===== src/rtl/float_pkg.sv =====
// Shared IEEE-754 single-precision constants, converter states and field packing.
// Used by both fixed_to_float_seq and float_to_fixed.
package float_pkg;

    localparam int FLT_BIAS  = 127;
    localparam int FLT_EXP_W = 8;
    localparam int FLT_MAN_W = 23;

    typedef enum logic {
        IDLE = 1'b0,
        NORM = 1'b1
    } conv_state_t;

    function automatic logic [31:0] pack(
        input logic                 sign,
        input logic [FLT_EXP_W-1:0] exp,
        input logic [FLT_MAN_W-1:0] man
    );
        return {sign, exp, man};
    endfunction

endpackage


===== src/rtl/fixed_to_float_seq.sv =====
// Signed fixed point (data / 2^FRAC_BITS) to IEEE-754 single, exact, normalised one bit per cycle.
// Latency k+1 cycles from accept (k = leading zeros of |data|); start is ignored while busy.
module fixed_to_float_seq
    import float_pkg::*;
#(
    parameter int WIDTH     = 22,
    parameter int FRAC_BITS = 20
) (
    input  logic             clk,
    input  logic             reset,
    input  logic             start,
    input  logic [WIDTH-1:0] data,
    output logic             busy,
    output logic             done,
    output logic [31:0]      result
);

    localparam logic [8:0] EXP_INIT = 9'(FLT_BIAS + (WIDTH - 1 - FRAC_BITS));
    localparam int         MAN_PAD  = FLT_MAN_W - (WIDTH - 1);

    conv_state_t        state;
    logic               sign;
    logic [WIDTH-1:0]   mag;
    logic [8:0]         exp;
    logic [WIDTH-1:0]   data_abs;
    logic [FLT_MAN_W-1:0] man;

    // Two's-complement magnitude; the most negative input maps to 2^(WIDTH-1), still in range.
    assign data_abs = data[WIDTH-1] ? (~data + 1'b1) : data;

    // Implicit leading one dropped, remaining bits left-aligned into the mantissa field.
    assign man = FLT_MAN_W'(mag[WIDTH-2:0]) << MAN_PAD;

    always_ff @(posedge clk or posedge reset) begin
        if (reset) begin
            state  <= IDLE;
            sign   <= 1'b0;
            mag    <= '0;
            exp    <= '0;
            busy   <= 1'b0;
            done   <= 1'b0;
            result <= 32'h0;
        end else begin
            done <= 1'b0;
            case (state)
                IDLE: begin
                    if (start) begin
                        sign  <= data[WIDTH-1];
                        mag   <= data_abs;
                        exp   <= EXP_INIT;
                        busy  <= 1'b1;
                        state <= NORM;
                    end
                end
                NORM: begin
                    if (mag == '0) begin
                        result <= 32'h0;
                        done   <= 1'b1;
                        busy   <= 1'b0;
                        state  <= IDLE;
                    end else if (mag[WIDTH-1]) begin
                        result <= pack(sign, exp[FLT_EXP_W-1:0], man);
                        done   <= 1'b1;
                        busy   <= 1'b0;
                        state  <= IDLE;
                    end else begin
                        mag <= mag << 1;
                        exp <= exp - 9'd1;
                    end
                end
                default: state <= IDLE;
            endcase
        end
    end

endmodule


===== config.mk =====
export PLATFORM = sky130hd
export DESIGN_NAME = fixed_to_float_seq
export DESIGN_NICKNAME = d
export VERILOG_FILES = /design/src/rtl/float_pkg.sv /design/src/rtl/fixed_to_float_seq.sv
export SDC_FILE = /design/constraint.sdc
export NUM_CORES = 1
export LEC_CHECK = 0
export BUFFER_PORTS_ARGS = -buffer_cell sky130_fd_sc_hd__buf_4
export CAP_MARGIN = 20
export CORE_MARGIN = 5
export CORE_UTILIZATION = 43
export DETAILED_ROUTE_END_ITERATION = 6
export GPL_TIMING_DRIVEN = 0
export PLACE_DENSITY_LB_ADDON = 0.3
export SETUP_SLACK_MARGIN = 0.4
export SLEW_MARGIN = 10
export SYNTH_ARGS = -nofsm -noshare
export SYNTH_HDL_FRONTEND = slang
export SYNTH_SLANG_ARGS = --single-unit

===== constraint.sdc =====
create_clock -name clk -period 1.95 [get_ports clk]
set_clock_uncertainty 0.05 [all_clocks]
set_input_delay 0.195 -clock clk [delete_from_list [all_inputs] [get_ports clk]]
set_output_delay 0.195 -clock clk [all_outputs]
set_load 0.005 [all_outputs]

Word level (Yosys, flattened, before mapping)
Index checks and enable logic that the tools add are counted.
- equality and inequality tests: 4
- bitwise logic cells: 2
- multiplexer cells: 22
- reduce and logical (&&, ||, !) cells: 7
- add/sub/neg operators: 2
- operator list (operator ; count):
    22-bit two-way mux ; 4
    32-bit two-way mux ; 2
    22-bit one-hot mux with 2 select lines ; 1
    9-bit two-way mux ; 3
    22-bit by 1-bit adder with 22-bit output (second input constant) ; 1
    22-bit zero test ; 1
    22-bit NOT ; 1
    9-bit one-hot mux with 2 select lines ; 1
    1-bit two-way mux ; 9
    9-bit by 1-bit subtractor with 9-bit output (second input constant) ; 1
    2-bit AND reduction ; 4
    2-bit != test (second input constant) ; 3
    1-bit one-hot mux with 2 select lines ; 2
    3-bit by 1-bit != test with 1-bit output (second input constant) ; 1
    3-bit AND reduction ; 1
    2-bit nonzero test ; 1
    1-bit NOT ; 1
- logic and storage cells: 45
- output and inout port bits: 34
- input bits: 25
- flip-flop bits (word level): 67

Logic depth before layout (Yosys ltp)
Gate-level depths: netlist of run 1.
- word-level depth: 5
- depth in mapped cells: 7
- gate-level depth less buffers: 6

Least setup slack after synthesis of run 1
OpenSTA, ideal clock, no wires.
- kind: register to register
- from: register mag[5]
- to: register mag[17]
- clock period less this slack: 1.978 ns
- path slack: -0.028 ns
- arrival time: 1.803 ns
- data required time: 1.775 ns
- stages on the path, launching flop included: 6
- library setup time: 0.125 ns
- path buffers: 0
- cells stage by stage: dfrtp_1 nor4_1 nand4_1 o31ai_4 inv_1 mux2_2
- longest elaborated chain between the ends: 3
- ends and longest elaborated chain (element ; line ; source):
    from (decl) ; fixed_to_float_seq.sv:23 ; logic [WIDTH-1:0] mag;
    from (signal assigned) ; fixed_to_float_seq.sv:49 ; mag <= data_abs;
    from (signal assigned) ; fixed_to_float_seq.sv:67 ; mag <= mag << 1;
    22-bit zero test ; fixed_to_float_seq.sv:56 ; if (mag == '0) begin
    2-bit != test (no line) ; n/a ;
    3-bit AND reduction (no line) ; n/a ;
Every way passes these cells.
A chain may end at the register's enable or synchronous reset.

Final worst setup path of run 1
- from: register mag[18]
- to: register mag[17]
The elaborated chain is that of the path after synthesis.

==> out/qor.txt, run 1 <==
Chip Height -> 95.9 µm
first-pass GRT wire length -> 13700 µm
Gate Count Post-Synth -> 306
chip width -> 95.9 µm
GRT met2 Usage -> 29.2%
final core utilization -> 60.2%
htree depth -> 3
max_slew headroom -> 56.6%
Synth Area per Inst -> 10.4 µm²
setup slack, reg-to-reg -> 0.07 ns
largest net degree at the start of global routing -> 34
cells on worst reg2reg path -> 6
setup repair after global routing missed its margin -> true
ant diodes -> 0
CP Cell Sequence -> nor4_4 -> nand4_1 -> o31ai_4 -> buf_6 -> inv_6 -> mux2_4
crit path DAT -> 2.05 ns
met1 Usage GRT -> 27.8%
Most used DFF post-synth -> dfrtp_1
Worst Setup End Kind -> flop
Final #Nets -> 425
vias in the first global route -> 2739
remaining antenna violation count -> 0
Mapped Area -> 0.00317 mm²
DP Area -> 0.00384 mm²
worst min path class -> input port to flop
# setup viols final -> 0
met3 Usage GRT -> 3.91%
max-slew violations -> 0
TritonCTS buffer count -> 9
Area Overhead vs Synth -> 37.0%
DR WL/cell -> 16.4 µm
post-DP HPWL -> 5900 µm
post-layout minimum cycle time -> 1.88 ns
hold worst-path end -> mag[0]
Synth Register Bits -> 64
CP required -> 2.12 ns
Synth Warn # -> 0
Final TNS setup -> 0 ns
antenna violations before repair -> 0
clock latency on the worst-skew pair -> 0.34 ns
overall power -> 0.00684 W
FFs w/ async S/R, synth -> 100%
grt ovf -> 0
Cell variety after synth -> 48
EDFF count, synth -> 0
Hold Vio Cnt, Final -> 0
Residual DRC -> 0
# port buffers -> 56
Filler cells -> 629
Reg clk slew, reported paths -> 0.07 ns
outcome -> complete, no violations
layout cells sized above 1 -> 32.3%
Crit Path Class -> flop to flop
Worst Hold Depth -> 3
Initial Utilization -> 43.9%
grt peak-use layer -> met2
Max stage delay on crit path -> 0.45 ns
I/O Pins -> 59
GRT Overall Usage -> 19.3%
DRT iter0 DRCs -> 117
DR vias -> 2749
register area share after synthesis -> 50.5%
CTS Sinks -> 64
CTS root buf -> clkbuf_8
First-pass DRT Iterations -> 4
pwr/cell area -> 1580 mW/mm²
VDD IR max -> 0.478 mV
final WL -> 8250 µm
Max FO, Critical Path -> 6
Core Rows -> 31
WHS -> 0.0979 ns
Peak Freq -> 533 MHz
Max Root-Sink Buffers -> 2
Max-cap violations -> 0
Final Wtd Congestion -> 0.864
Worst-Margin Slew -> 0.650 ns
CTS tree -> done
DIE AREA -> 0.00919 mm²
reg2reg start -> mag[18]
Vias/cell -> 5.48
fin crit share -> 96.3%
HP Start -> data[0]
r2r endpoint -> mag[17]
critical path launch point type -> flop
Static Leak -> 1.96 nW
fin area -> 0.00434 mm²
Core Area -> 0.00721 mm²
CP max stage cell -> dfrtp_2
-- critical path: cells and delay by family (launching register included) --
family	cells	cell delay, ns
AND/OR/NAND/NOR	2	0.54
flip-flops	1	0.45
multiplexers	1	0.28
AO/OA/AOI/OAI	1	0.23
buffers and inverters	2	0.21
-- area by class of cell --
cell class,count,area (µm²),share of cell area (%)
Multi-Input combinational cell,214,1560,36.0
Buffer,18,136,3.14
Clock buffer,13,149,3.43
Inverter,11,50.0,1.15
Tap cell,99,124,2.85
Timing Repair Buffer,80,648,14.9
Clock inverter,3,65.1,1.50
Sequential cell,64,1610,37.0
-- kinds of logic (layout without fill, tap and decap cells) --
family	count (synthesis)	count (layout)	synth area share (%)
muxes	7	7	2.33
adders and majority gates	2	2	0.789
AOI/OAI and AO/OA	98	98	22.4
other	1	2	0.118
DFF	64	64	50.5
and+or+nand+nor	88	88	15.2
xor gates and xnor gates	17	17	4.70
buffers and inverters	29	125	3.91
-- metrics by stage --
step | worst slack [ns] | std cells
detailed placement | -0.313 | 463
global placement | -0.313 | 462
global route | 0.0126 | 502
CTS | 0.0692 | 494
finish | 0.0726 | 502
floorplan | -0.0207 | 307
-- synthesized netlist by cell type, drive strengths merged, types with 3 or more instances --
library cell  number  share of area (%)
a21oi             13                2.1
a221o              5                1.6
a22o              29                8.0
a22oi              8                1.9
a31oi              6                1.2
buf                4               0.95
clkbuf            14                1.7
dfrtp             64                 51
inv               11                1.3
mux2               3                1.1
mux2i              4                1.3
nand2             14                1.7
nand2b             5               0.99
nand3              6               0.95
nand4              4               0.79
nor2              25                3.0
nor2b              4               0.79
nor3               6               0.95
nor4               9                2.3
o21ai             23                3.6
o31ai              4                1.4
or3                3               0.63
or4                4                1.2
xnor2              8                2.2
xor2               9                2.5
-- how the worst max path moves through the flow --
stage,start,endpoint,cells after the start
6_report,mag[18],mag[17],6
5_1_grt,mag[18],mag[17],6
4_1_cts,mag[0],mag[19],6
3_5_place_dp,mag[18],mag[10],6
3_3_place_gp,mag[9],mag[11],6
2_1_floorplan,data[14],mag[19],5
-- flip-flops by register name (all words and copies together) (netlist names) --
register  flops
busy          1
done          1
exp           8
mag          22
result       30
sign          1
state         1
-- routing by layer --
metal,share of wire [%],wire (µm),vias up
li1,-,-,1339
met1,50,4090,1317
met2,45,3700,87
met3,4.8,394,6
met4,0.78,64,0
met5,0,0,-
-- power by group --
group	switching [W]	leakage, nW	internal (W)
registers	0.000638	0.797	0.00195
logic	0.00136	1.06	0.00167
clock network	0.000469	0.108	0.000754
-- layout by cell type, fill, tap and decap left out, types with 4 or more instances in the layout --
cell	synthesis	final
buf_4	2	73
dfrtp_1	64	60
a22o_1	29	29
nor2_1	25	25
clkbuf_8	0	15
a21oi_1	13	12
o21ai_1	0	12
nand2_1	14	11
o21ai_0	23	11
clkbuf_1	14	10
inv_1	11	9
xor2_1	9	9
xnor2_1	8	8
a22oi_1	8	8
buf_6	1	7
nand3_1	6	6
nor3_1	6	6
a31oi_1	6	6
nor4_4	1	5
a221o_1	5	5
nor2b_1	4	4
nand4_1	4	4
nand2b_1	5	4
mux2i_1	4	4
dfrtp_2	0	4
-- timing repair --
item,4_1_cts,5_1_grt
pin swaps,8,10
hold buffers,1,0
endpoints found under the hold margin,31,0
cloned,1,0
buffers inserted,13,8
resized for setup,18,21
setup endpoints to repair,62,62
Note: power is estimated with default switching activity, not from simulation.
==> run 2, diff against run 1 <==
- CORE_MARGIN: 5 -> 1
- PLACE_DENSITY: not set -> 0.67
- PLACE_DENSITY_LB_ADDON: 0.3 -> not set
==> out/qor.txt, run 2 (same netlist as run 1, synthesis figures left out) <==
outcome -> complete, no violations
largest net degree at the start of global routing -> 34
vias in the first global route -> 2536
Vias/cell -> 5.48
Reg clk slew, reported paths -> 0.07 ns
DR WL/cell -> 16.3 µm
Core Rows -> 30
first-pass GRT wire length -> 13200 µm
Core Area -> 0.00694 mm²
Final TNS setup -> 0 ns
post-DP HPWL -> 5670 µm
setup repair after global routing missed its margin -> true
critical path launch point type -> flop
CTS tree -> done
max-slew violations -> 0
Static Leak -> 1.95 nW
Area Overhead vs Synth -> 37.6%
CP required -> 2.13 ns
Final WS setup -> 0.0553 ns
final WL -> 8150 µm
pre-CTS setup slack -> -0.300 ns
leading registers by flop count -> result (30), mag (22), exp (8)
htree depth -> 3
layout cells sized above 1 -> 34.0%
grt ovf -> 0
Hold Vio Cnt, Final -> 0
# port buffers -> 56
max FFs per register -> 30
CTS root buf -> clkbuf_8
worst min path class -> input port to flop
TritonCTS buffer count -> 9
Chip Height -> 87.9 µm
DR vias -> 2734
fin crit share -> 97.2%
# setup viols final -> 0
remaining antenna violation count -> 0
Max Root-Sink Buffers -> 2
Most flops, register -> result
Residual DRC -> 0
Max-cap violations -> 0
DRT iter0 DRCs -> 217
Crit Path Class -> flop to flop
GRT Overall Usage -> 22.7%
crit path DAT -> 2.07 ns
Final Wtd Congestion -> 0.875
pwr/cell area -> 1580 mW/mm²
Initial Utilization -> 45.6%
First-pass DRT Iterations -> 4
I/O Pins -> 59
Worst Setup End Kind -> flop
post-layout minimum cycle time -> 1.89 ns
most frequent cells in the layout -> 78 x buf_4, 61 x dfrtp_1, 29 x a22o_1
Peak Freq -> 528 MHz
max_slew headroom -> 52.6%
DIE AREA -> 0.00772 mm²
ant diodes -> 0
WHS -> 0.108 ns
antenna violations before repair -> 0
VDD IR max -> 0.513 mV
CTS Sinks -> 64
Worst-Margin Slew -> 0.709 ns
clock latency on the worst-skew pair -> 0.34 ns
Final #Nets -> 425
chip width -> 87.9 µm
commonest non-fill, non-tap cell in the layout -> buf_4
Max FO, Critical Path -> 10
==> run 2: cell count changes in the layout (fill, tap and decap cells not counted), moves of 3 or more <==
cell / change
o21ai_1: -7
o21ai_0: +6
clkbuf_8: -3
buf_6: -3
nand2_2: -3
nand2_1: +3
buf_4: +5
==> run 2: layout make-up <==
cell class | instances | area [µm²]
well taps | 96 | 120
plain buffers | 18 | 136
flip-flops and latches | 64 | 1610
repair buffers | 80 | 623
clock buffers | 11 | 141
multi-input cells | 214 | 1610
clock inverters | 5 | 80.1
inverters | 11 | 45.0
fillers | 578 | 2580
==> run 2: timing repair <==
| item | in CTS | in global routing |
|---|---|---|
| endpoints found under the hold margin | 32 | 0 |
| hold buffers | 1 | 0 |
| setup endpoints to repair | 62 | 63 |
| buffers inserted | 12 | 10 |
| resized for setup | 15 | 17 |
| pin swaps | 10 | 12 |
==> run 2: metrics by stage <==
stage,util [%],instances,power [W],cell area [µm²]
after floorplan,-,307,0.00410,3270
after global routing,62.8,499,0.00733,4360
final,62.8,499,0.00687,4360
after detailed placement,55.2,460,0.00513,3830
after global placement,54.9,459,0.00506,3810
after CTS,60.6,489,0.00662,4210
==> run 2: final timing paths <==
check / startpoint / end / slack (ns) / cells after the start
worst max-delay path: mag[11] / result[19] / 0.06 / 7
worst min-delay path: data[11] / mag[11] / 0.11 / 3
worst max register to register: mag[11] / result[19] / 0.06 / 7
worst min register to register: result[12] / result[12] / 0.46 / 1
max in group asynchronous: reset / mag[19] / 0.77 / 4
min in group asynchronous: reset / result[10] / 0.47 / 3
==> run 2: report_power, final <==
group / total (W) / internal (W) / leakage, nW / switching, W
Sequential: 0.00260 / 0.00195 / 0.798 / 0.000649
Combinational: 0.00302 / 0.00164 / 1.05 / 0.00138
Clock: 0.00125 / 0.000752 / 0.106 / 0.000502
Total: 0.00687 / 0.00434 / 1.95 / 0.00253
==> run 2: per-layer routing <==
metal	up-vias	GRT usage [%]	share of wire, %	wire [µm]
met1	1314	33.7	51	4120
met5	-	0	0	0
met4	0	11.2	1.5	121
met3	11	3.49	4.0	329
met2	76	32.1	44	3580
li1	1333	-	-	-
==> run 2: critical path, cell delays in order, from the launching register on <==
cell and delay (ns):
dfrtp_2 0.45, nor4_4 0.28, buf_4 0.15, and4_4 0.24
a21oi_2 0.07, nand2b_4 0.18, buf_6 0.15, a22o_1 0.20
==> run 3, diff against run 2 <==
- BUFFER_PORTS_ARGS: -buffer_cell sky130_fd_sc_hd__buf_4 -> not set
- CORE_UTILIZATION: 43 -> 40
- DONT_BUFFER_PORTS: not set -> 1
- PLACE_DENSITY: 0.67 -> not set
==> out/qor.txt, run 3 (same netlist as run 1, synthesis figures left out) <==
Core Rows -> 32
CP required -> 2.11 ns
chip width -> 91.0 µm
setup repair after global routing missed its margin -> true
TritonCTS buffer count -> 9
commonest non-fill, non-tap cell in the layout -> dfrtp_1
I/O Pins -> 59
# setup viols final -> 0
vias in the first global route -> 2648
HP Start -> data[9]
grt ovf -> 0
critical path launch point type -> flop
clock latency on the worst-skew pair -> 0.33 ns
CTS root buf -> clkbuf_8
crit path buf inv count -> 1
Max stage delay on crit path -> 0.46 ns
fin area -> 0.00421 mm²
ant diodes -> 0
max FFs per register -> 30
first-pass GRT wire length -> 13600 µm
DP Area -> 0.00342 mm²
Max FO, Critical Path -> 4
CP max stage cell -> dfrtp_2
Reg clk slew, reported paths -> 0.07 ns
leading registers by flop count -> result (30), mag (22), exp (8)
largest net degree at the start of global routing -> 36
reg2reg start -> mag[10]
Final #Nets -> 381
htree depth -> 3
critical path startpoint -> mag[10]
Hold Vio Cnt, Final -> 0
post-DP HPWL -> 5770 µm
remaining antenna violation count -> 0
DIE AREA -> 0.00828 mm²
Residual DRC -> 0
CP Cell Sequence -> nor4_2 -> nand4_1 -> o31ai_4 -> inv_2 -> mux2_4
most frequent cells in the layout -> 59 x dfrtp_1, 29 x a22o_1, 24 x nor2_1
worst min path class -> input port to flop
crit path DAT -> 2.08 ns
pwr/cell area -> 1640 mW/mm²
CTS Sinks -> 64
VDD IR max -> 0.535 mV
Internal Power -> 0.00430 W
delay-heaviest family, CP -> simple AND/OR/NAND/NOR gates
share of total power in sequential cells -> 38.5%
Static Leak -> 1.78 nW
sw frac -> 37.7%
pre-CTS setup slack -> -0.356 ns
outcome -> complete, no violations
Final WS setup -> 0.0347 ns
setup slack, reg-to-reg -> 0.03 ns
clock power share -> 18.2%
Peak Freq -> 522 MHz
max_slew headroom -> 47.8%
Comb pwr share -> 43.3%
layout cells sized above 1 -> 30.2%
Vias/cell -> 5.73
WHS -> 0.00594 ns
Worst Setup End Kind -> flop
Final TNS setup -> 0 ns
final WL -> 8540 µm
antenna violations before repair -> 0
DRT iter0 DRCs -> 127
max-slew violations -> 0
P_sw -> 0.00260 W
Worst-Margin Slew -> 0.781 ns
fin crit share -> 98.2%
post-layout minimum cycle time -> 1.92 ns
Filler cells -> 686
Chip Height -> 91.0 µm
GRT Overall Usage -> 21.1%
Max-cap violations -> 0
Core Area -> 0.00769 mm²
DR WL/cell -> 18.6 µm
final core utilization -> 54.7%
Most flops, register -> result
DR vias -> 2638
# port buffers -> 0
Final Wtd Congestion -> 0.837
Area Overhead vs Synth -> 32.7%
Crit Path Class -> flop to flop
Initial Utilization -> 41.2%
CTS tree -> done
Max Root-Sink Buffers -> 2
First-pass DRT Iterations -> 4
[run 3: what timing repair did]
action / CTS / global route
pin swaps: 11 / 14
cloned: 3 / 1
endpoints found under the hold margin: 40 / 0
hold buffers: 7 / 0
setup endpoints to repair: 62 / 62
buffers inserted: 19 / 5
resized for setup: 27 / 47
[run 3: path summary, 6_finish.rpt]
path                            endpoint  cells past startpoint
worst max-delay path             mag[19]                      5
min in group asynchronous           done                      2
max in group asynchronous         exp[0]                      3
worst min-delay path              mag[9]                      2
worst min register to register      sign                      2
worst max register to register   mag[19]                      5
[run 3: layout make-up]
cell class	instances	area [µm²]	area share, %
Inverter	11	45.0	1.07
Tap cell	102	128	3.03
Clock buffer	12	155	3.69
Timing Repair Buffer	36	354	8.42
Buffer	18	136	3.24
Multi-Input combinational cell	214	1710	40.8
Clock inverter	3	65.1	1.55
Sequential cell	64	1610	38.2
[run 3: per-stage QoR]
step                instances  power, W
floorplan                 307   0.00410
global placement          409   0.00465
detailed placement        410   0.00471
CTS                       454   0.00644
global route              460   0.00733
finish                    460   0.00689
[run 3: per-layer routing]
layer	share of wire [%]	routed length, µm	vias up	GRT usage, %
li1	-	-	1249	-
met1	47	4020	1312	28.8
met2	47	3980	69	31.9
met3	5.0	423	8	5.53
met4	1.4	121	0	8.60
met5	0	0	-	0
[run 3: power by group through the flow]
| stage | Combinational [W] | Clock, W | Sequential (W) |
|---|---|---|---|
| 3_5_place_dp | 0.00205 | 0 | 0.00266 |
| 5_1_grt | 0.00325 | 0.00135 | 0.00273 |
| 4_1_cts | 0.00253 | 0.00129 | 0.00262 |
| 6_report | 0.00299 | 0.00125 | 0.00265 |
| 3_3_place_gp | 0.00200 | 0 | 0.00264 |
| 2_1_floorplan | 0.00169 | 0 | 0.00241 |
